`src/rtl/matvec_mac4_seq.sv`:
```
`default_nettype none
// ============================================================================
//  Module      : matvec_mac4_seq
//  Description : Operand sequencer for a four-lane Q2.14 mac4 group; computes
//                y = W*x row by row and streams saturated results.
//  Revision    : 1.0 - initial release
// ============================================================================
module matvec_mac4_seq #(
   parameter int DATA_WIDTH = 16,
   parameter int VEC_LEN    = 64,
   parameter int ROWS       = 64,
   parameter int ACC_WIDTH  = 32,
   localparam int c_words   = VEC_LEN / 4,
   localparam int c_aw      = (ROWS * c_words > 1) ? $clog2(ROWS * c_words) : 1,
   localparam int c_kw      = (c_words > 1) ? $clog2(c_words) : 1,
   localparam int c_rw      = (ROWS > 1) ? $clog2(ROWS) : 1
) (
   input  logic                    clk,
   input  logic                    rst_n,
   input  logic                    start,
   output logic                    busy,
   output logic                    done,
   output logic [c_aw-1:0]         w_addr,
   input  logic [4*DATA_WIDTH-1:0] w_rdata,
   output logic [c_kw-1:0]         x_addr,
   input  logic [4*DATA_WIDTH-1:0] x_rdata,
   output logic [4*DATA_WIDTH-1:0] mac_a,
   output logic [4*DATA_WIDTH-1:0] mac_b,
   input  logic [2*DATA_WIDTH-1:0] mac_result,
   output logic                    y_valid,
   input  logic                    y_ready,
   output logic [DATA_WIDTH-1:0]   y_data,
   output logic [c_rw-1:0]         y_row
);

   typedef enum logic [1:0] {S_IDLE, S_RUN, S_DRAIN, S_OUT} state_t;

   localparam logic [c_kw-1:0] c_k_last   = c_kw'(c_words - 1);
   localparam logic [c_kw-1:0] c_k_one    = c_kw'(1);
   localparam logic [c_aw-1:0] c_aw_one   = c_aw'(1);
   localparam logic [c_rw-1:0] c_row_last = c_rw'(ROWS - 1);
   localparam logic [c_rw-1:0] c_row_one  = c_rw'(1);

   state_t                        r_state;
   logic                          r_issue;
   logic [c_kw-1:0]               r_k;
   logic [c_rw-1:0]               r_row;
   logic signed [ACC_WIDTH-1:0]   r_acc;
   logic signed [ACC_WIDTH-1:0]   w_mac_ext;
   logic signed [ACC_WIDTH-1:0]   w_acc_next;
   logic [ACC_WIDTH-DATA_WIDTH:0] w_acc_hi;
   logic [DATA_WIDTH-1:0]         w_y_sat;

   // r_issue is high exactly in the cycle the memories return issued data
   assign mac_a = r_issue ? w_rdata : '0;
   assign mac_b = r_issue ? x_rdata : '0;

   assign w_mac_ext  = ACC_WIDTH'(signed'(mac_result));
   assign w_acc_next = r_issue ? (r_acc + w_mac_ext) : r_acc;
   assign w_acc_hi   = w_acc_next[ACC_WIDTH-1:DATA_WIDTH-1];

   always_comb begin
      w_y_sat = w_acc_next[DATA_WIDTH-1:0];
      if (!((&w_acc_hi) || (~|w_acc_hi)))
         w_y_sat = w_acc_next[ACC_WIDTH-1] ? {1'b1, {(DATA_WIDTH-1){1'b0}}}
                                           : {1'b0, {(DATA_WIDTH-1){1'b1}}};
   end

   always_ff @(posedge clk or negedge rst_n) begin
      if (!rst_n) begin
         r_state <= S_IDLE;
         r_issue <= 1'b0;
         r_k     <= '0;
         r_row   <= '0;
         r_acc   <= '0;
         busy    <= 1'b0;
         done    <= 1'b0;
         w_addr  <= '0;
         x_addr  <= '0;
         y_valid <= 1'b0;
         y_data  <= '0;
         y_row   <= '0;
      end else begin
         r_issue <= (r_state == S_RUN);
         done    <= 1'b0;
         case (r_state)
            S_IDLE: begin
               if (start) begin
                  r_state <= S_RUN;
                  busy    <= 1'b1;
                  r_row   <= '0;
                  r_k     <= '0;
                  r_acc   <= '0;
                  w_addr  <= '0;
                  x_addr  <= '0;
               end
            end
            S_RUN: begin
               r_acc <= w_acc_next;
               if (r_k == c_k_last) begin
                  r_state <= S_DRAIN;
               end else begin
                  r_k    <= r_k + c_k_one;
                  w_addr <= w_addr + c_aw_one;
                  x_addr <= x_addr + c_k_one;
               end
            end
            S_DRAIN: begin
               r_acc   <= w_acc_next;
               y_data  <= w_y_sat;
               y_row   <= r_row;
               y_valid <= 1'b1;
               r_state <= S_OUT;
            end
            default: begin
               if (y_ready) begin
                  y_valid <= 1'b0;
                  if (r_row == c_row_last) begin
                     r_state <= S_IDLE;
                     busy    <= 1'b0;
                     done    <= 1'b1;
                  end else begin
                     // rows are contiguous, so the held last address plus one starts the next row
                     r_row   <= r_row + c_row_one;
                     r_k     <= '0;
                     r_acc   <= '0;
                     w_addr  <= w_addr + c_aw_one;
                     x_addr  <= '0;
                     r_state <= S_RUN;
                  end
               end
            end
         endcase
      end
   end

endmodule
`default_nettype wire

```
`config.mk`:
```
export PLATFORM = sky130hd
export DESIGN_NAME = matvec_mac4_seq
export DESIGN_NICKNAME = d
export VERILOG_FILES = /design/src/rtl/matvec_mac4_seq.sv
export SDC_FILE = /design/constraint.sdc
export NUM_CORES = 1
export LEC_CHECK = 0
export CAP_MARGIN = 20
export CORE_MARGIN = 2
export CORE_UTILIZATION = 30
export CTS_CLUSTER_SIZE = 30
export DETAILED_ROUTE_END_ITERATION = 7
export DONT_BUFFER_PORTS = 1
export GPL_ROUTABILITY_DRIVEN = 0
export GPL_TIMING_DRIVEN = 0
export HOLD_SLACK_MARGIN = 0.12
export PLACE_DENSITY = 0.43
export SETUP_SLACK_MARGIN = 0.02
export SYNTH_ARGS = -nofsm -noshare
export SYNTH_HDL_FRONTEND = slang
export SYNTH_SLANG_ARGS = --single-unit
export TNS_END_PERCENT = 100
```
`constraint.sdc`:
```
create_clock -name clk -period 5.2 [get_ports clk]
set_clock_uncertainty 0.1 [all_clocks]
set_input_delay 0.26 -clock clk [delete_from_list [all_inputs] [get_ports clk]]
set_output_delay 0.26 -clock clk [all_outputs]
set_load 0.005 [all_outputs]
```
==> impl_metrics.json, run 1 <==
{
  "leakagePower_uw": 0.00323,
  "drive_above_1_share_pct": 6.68,
  "cts_sinks": 84,
  "outcome": "complete, no violations",
  "cp_max_fo": 10,
  "crit_required_ns": 5.31,
  "cp.buffers_inverters": 1,
  "fillerInstances": 2407,
  "cts.htree.levels": 3,
  "grtUsageTotal_pct": 19.0,
  "route.detailed.drc": 0,
  "num_vias": 6269,
  "clk_latency_ns": 0.35,
  "hold_viol": 0,
  "fin_util_pct": 33.8,
  "die_h_um": 156,
  "final_cell_mix": "and2_1, dfrtp_1, nand2_1",
  "crit_slowest_cell": "o31ai_4",
  "synth_edf_count": 0,
  "syn_avg_cell_area_um2": 8.31,
  "ys_ff_latch": 84,
  "routed_wirelength_um": 23900,
  "drt-pass1-iter-count": 5,
  "dpl_cell_area_um2": 7280,
  "slew_viol_final": 0,
  "dp_hpwl_um": 19100,
  "syn_to_final_growth_pct": 10.6,
  "die_x_um": 156,
  "ios": 331,
  "antenna_found_initial": 7,
  "initialDrtViolationCount": 346,
  "fin_nets": 1053,
  "startpoint_type": "register",
  "synth_ff_type": "dfrtp_1",
  "maxCapViolCount": 0,
  "critPathCaptureType": "register",
  "yosys_warnings": 0,
  "grt_start_max_net_pins": 85,
  "viasPerCell": 5.48,
  "critPathMaxStageDelay_ns": 0.46,
  "die-area_um2": 24300,
  "clk_pin_slew_ns": 0.07,
  "stdcell_area_um2": 7650,
  "final_common_cell": "and2_1",
  "crit_type": "register to register",
  "rsz0062_at_grt": "false",
  "start_util_pct": 30.5,
  "holdWs_ns": 0.142,
  "wire_per_inst_um": 20.9,
  "tightest_slew_ns": 0.859,
  "min_path_type": "input port to register",
  "numCtsBuffers": 9,
  "cp.arrival_ns": 4.31,
  "core_um2": 22600,
  "regArea_um2": 2100,
  "synth_cell_types": 70,
  "ys_seq_area_share_pct": 30.4,
  "ant_nets": 0,
  "grt_overflow_total": 0,
  "power.total_uw": 4390,
  "clock_path_buffers": 2,
  "netlist_instances": 832,
  "critPathTopFamily": "compound AO/OA/AOI/OAI gates",
  "grt_pass1_wl_um": 35300,
  "setup-violations-final": 0,
  "max_freq_mhz": 238,
  "grt_pass1_vias": 5963,
  "syn_nets": 1037,
  "layout_min_cycle_time_ns": 4.20,
  "async_flop_share_pct": 100,
  "root_buffer": "clkbuf_16",
  "r2r_setup_slack_ns": 1.0,
  "ir_drop_mv": 0.246,
  "setup-tns-final_ns": 0,
  "slew_headroom_pct": 42.8,
  "syn-cell-area_um2": 6910,
  "crit_chain": "ha_1, fa_1, a21o_1, a221o_1, a41oi_2, a31oi_1, a21boi_0, xnor2_1, mux2i_1, nand2_1, o31ai_4, buf_8, o221ai_2",
  "cts-resized-gates": 0,
  "fin_crit_sh_pct": 80.8,
  "num_rows": 55,
  "multi_input_area_um2": 4490,
  "power.density_nw_per_um2": 574,
  "cts_tree": "done",
  "io_buffers": 0
}
## tightest hold or removal path: stages
cell	delay, ns
nor2b_1	0.07
o21ai_0	0.14
o21ai_0	0.07
## worst paths after layout
check                           startpoint    endpoint  cells after the start
worst min register to register   r_acc[31]   r_acc[31]                      1
max in group asynchronous            rst_n   r_acc[31]                      2
min in group asynchronous            rst_n   r_acc[13]                      2
worst max register to register    r_acc[0]  y_data[13]                     13
worst min-delay path                 start    r_row[5]                      3
worst max-delay path              r_acc[0]  y_data[13]                     13
## metal layers
metal  track usage [%]  share of wire [%]  up-vias
li1                  -                  -     3008
met1              26.8                 47     3028
met2              28.8                 45      208
met3              5.69                6.8       21
met4              3.98                1.2        4
met5                 0               0.11        -
## through the flow
step / cells / setup WS [ns]
2_1_floorplan: 832 / 1.58
3_3_place_gp: 1117 / 0.998
3_5_place_dp: 1118 / 1.01
4_1_cts: 1138 / 0.985
5_1_grt: 1141 / 0.770
6_report: 1143 / 0.997
## state kept, by name, indices dropped and copies added (netlist names)
signal,cells
y_row,6
x_addr,4
y_valid,1
r_acc,32
r_row,6
r_state,2
done,1
r_k,4
busy,1
y_data,16
w_addr,10
r_issue,1
## cell type report
class | instances | share of cell area, %
tap | 285 | 4.66
antenna | 5 | 0.164
sequential | 84 | 27.5
buffer | 54 | 3.03
clock inverter | 5 | 0.785
timing repair buffer | 5 | 0.818
clock buffer | 11 | 3.17
inverter | 25 | 1.23
multi-input combinational | 669 | 58.7
## synth_stat cells, types with 9 or more instances
cell type  number  area share [%]
nand2_1        82             4.5
inv_1          25             1.4
nor2b_1         9            0.81
o221ai_2       10             2.2
nand3_1        24             1.7
nand4_1        13             1.2
mux2i_1        21             3.0
a21oi_1        48             3.5
xnor2_1        17             2.2
nor2_1         48             2.6
clkbuf_1       43             2.3
o21ai_0        68             4.9
xor2_1         10             1.3
and2_1        131              12
a21o_1         12             1.3
mux2_2         10             1.6
ha_1           40             7.2
nor3_1         14             1.0
dfrtp_1        84              30
## logic make-up after synthesis
kind of cell             share of synthesized area (%)
AO/OA/AOI/OAI                                     22.5
XOR/XNOR                                          3.66
adder cells (fa/ha/maj)                           7.53
buffers and inverters                             4.70
flip-flops                                        30.4
multiplexers                                      4.67
AND/OR/NAND/NOR                                   26.5
## report_power, final
part | internal (uW) | switching, uW | total (uW)
logic | 918 | 1650 | 2570
clock network | 388 | 295 | 683
registers | 895 | 243 | 1140
total | 2200 | 2190 | 4390
## repair_timing
| action | 4_1_cts | 5_1_grt |
|---|---|---|
| endpoints found under the hold margin | 87 | 0 |
| buffers inserted | 0 | 0 |
| hold buffers | 4 | 0 |
Note: power is estimated with default switching activity, not from simulation.
==> run 2, diff against run 1 <==
--- a/config.mk
+++ b/config.mk
@@ -14,7 +14,7 @@
 export GPL_ROUTABILITY_DRIVEN = 0
 export GPL_TIMING_DRIVEN = 0
 export HOLD_SLACK_MARGIN = 0.12
-export PLACE_DENSITY = 0.43
+export PLACE_DENSITY = 0.44
 export SETUP_SLACK_MARGIN = 0.02
 export SYNTH_ARGS = -nofsm -noshare
 export SYNTH_HDL_FRONTEND = slang
==> constraint.sdc (replaced) <==
create_clock -name clk -period 3.8 [get_ports clk]
set_clock_uncertainty 0.1 [all_clocks]
set_input_delay 0.19 -clock clk [delete_from_list [all_inputs] [get_ports clk]]
set_output_delay 0.19 -clock clk [all_outputs]
set_load 0.005 [all_outputs]
==> impl_metrics.json, run 2 (synthesized netlist as in run 1, its figures left out) <==
{
  "slew_viol_final": 0,
  "pre_cts_ws_ns": -0.375,
  "critPathMaxStageDelay_ns": 0.55,
  "dp_hpwl_um": 20600,
  "intPower_uw": 3120,
  "r2r_setup_slack_ns": -0.05,
  "reg2reg_depth": 12,
  "grtUsageTotal_pct": 20.7,
  "routed_wirelength_um": 26000,
  "max_freq_mhz": 260,
  "die_x_um": 156,
  "largest_register_ffs": 32,
  "slew_headroom_pct": 48.2,
  "final_common_cell": "and2_1",
  "cts.htree.levels": 3,
  "die-area_um2": 24300,
  "clk_latency_ns": 0.35,
  "cts_sinks": 84,
  "numCtsBuffers": 9,
  "start_util_pct": 30.5,
  "crit_chain": "ha_2, fa_2, a21o_1, a221o_2, o2bb2ai_4, a211o_4, o211a_4, or4_4, nor4_4, a21oi_4, buf_8, o221ai_2",
  "dpl_cell_area_um2": 7280,
  "clk_pin_slew_ns": 0.07,
  "num_rows": 55,
  "cts_tree": "done",
  "power.switching_uw": 3140,
  "fin_nets": 1059,
  "leakagePower_uw": 0.00331,
  "cp_max_fo": 10,
  "wire_per_inst_um": 22.6,
  "rsz0062_at_grt": "true",
  "power.total_uw": 6260,
  "grt_overflow_total": 0,
  "min_to": "r_state[0]",
  "tightest_slew_ns": 0.778,
  "die_h_um": 156,
  "route.detailed.drc": 0,
  "reg_top3": "r_acc x32, y_data x16, w_addr x10",
  "grt_pass1_wl_um": 37300,
  "whs_path_depth": 3,
  "power.density_nw_per_um2": 792,
  "seq_power_share_pct": 25.0,
  "drt-pass1-iter-count": 5,
  "clock_path_buffers": 2,
  "pwr-share-comb_pct": 59.9,
  "p_clk_share_pct": 15.1,
  "layout_min_cycle_time_ns": 3.85,
  "startpoint_type": "register",
  "postLayoutSetupSlackWorst_ns": -0.0505,
  "initialDrtViolationCount": 337,
  "worstReg2RegEnd": "y_data[11]",
  "root_buffer": "clkbuf_16",
  "final_cell_mix": "and2_1, dfrtp_1, nand2_1",
  "min_path_type": "input port to register",
  "holdWs_ns": 0.145,
  "hp-start": "y_ready",
  "violations": "setup timing",
  "largest_register": "r_acc",
  "fin_crit_sh_pct": 101,
  "ant_nets": 0,
  "critPathCaptureType": "register",
  "setup-violations-final": 10,
  "viasPerCell": 5.54,
  "swShare_pct": 50.2,
  "r2r-start": "r_acc[0]",
  "grt_start_max_net_pins": 85,
  "antenna_found_initial": 12,
  "maxCapViolCount": 0,
  "hold_viol": 0,
  "ir_drop_mv": 0.292,
  "outcome": "finished with violations",
  "crit_type": "register to register",
  "grt_pass1_vias": 5869,
  "crit_required_ns": 3.97,
  "io_buffers": 0,
  "ios": 331,
  "crit_slowest_cell": "or4_4",
  "cp.arrival_ns": 4.02,
  "syn_to_final_growth_pct": 14.3,
  "core_um2": 22600,
  "stdcell_area_um2": 7900,
  "drive_above_1_share_pct": 10.8,
  "num_vias": 6373
}
==> run 2: cell count changes in the layout (fill, tap and decap cells not counted), sizes merged <==
cell	change
inv	+2
clkinvlp	+2
dlygate4sd3	+1
clkbuf	-3
buf	+6
clkinv	-2
diode	+2
==> run 2: worst max-delay path by stage <==
stage / start / endpoint / slack (ns) / cells after the start
final: r_acc[0] / y_data[11] / -0.05 / 12
after detailed placement: r_acc[0] / y_data[11] / -0.38 / 13
after global placement: r_acc[0] / y_data[10] / -0.40 / 13
after global routing: r_acc[26] / y_data[9] / -0.20 / 14
after floorplan: r_acc[0] / y_data[10] / 0.18 / 13
after CTS: r_acc[0] / y_data[10] / -0.12 / 14
==> run 2: layout make-up <==
type / instances / area, um2
fill: 2346 / 14700
multi-input combinational: 669 / 4650
sequential: 84 / 2100
tap: 285 / 357
buffer: 51 / 234
clock buffer: 9 / 225
timing repair buffer: 14 / 145
inverter: 25 / 93.8
clock inverter: 7 / 81.3
antenna: 7 / 17.5
==> run 2: stage by stage <==
stage / TNS [ns] / std cells / utilization (%)
6_report: -0.429 / 1151 / 34.9
5_1_grt: -2.39 / 1144 / 34.8
4_1_cts: -1.18 / 1147 / 34.5
3_5_place_dp: -5.11 / 1118 / 32.1
3_3_place_gp: -5.52 / 1117 / 32.1
2_1_floorplan: 0 / 832 / -
==> run 2: worst max-delay path, delay by kind of cell (launching register included) <==
kind	cells	cell delay (ns)
AOI/OAI and AO/OA	7	1.73
adders and majority gates	2	0.53
DFF	1	0.39
buffers and inverters	1	0.18
and+or+nand+nor	2	0.82
==> run 2: routing by layer <==
layer	global-route usage (%)	share of wire, %	vias to the layer above
met2	28.7	42	220
met1	32.1	50	3091
met3	5.14	7.3	23
met4	3.54	0.80	10
met5	0	0.22	-
li1	-	-	3029
==> run 2: power by group through the flow <==
stage	clock (uW)	combinational (uW)	sequential, uW
after detailed placement	0	3510	1580
after floorplan	0	2620	1460
after CTS	981	3690	1560
after global placement	0	3500	1590
final	947	3750	1560
after global routing	1020	4170	1610
==> run 2: timing repair <==
item,4_1_cts,5_1_grt
hold buffers,5,0
pin swaps,8,8
gates resized for setup,14,24
setup endpoints to repair,25,116
buffers inserted,8,0
hold endpoints to repair,93,0
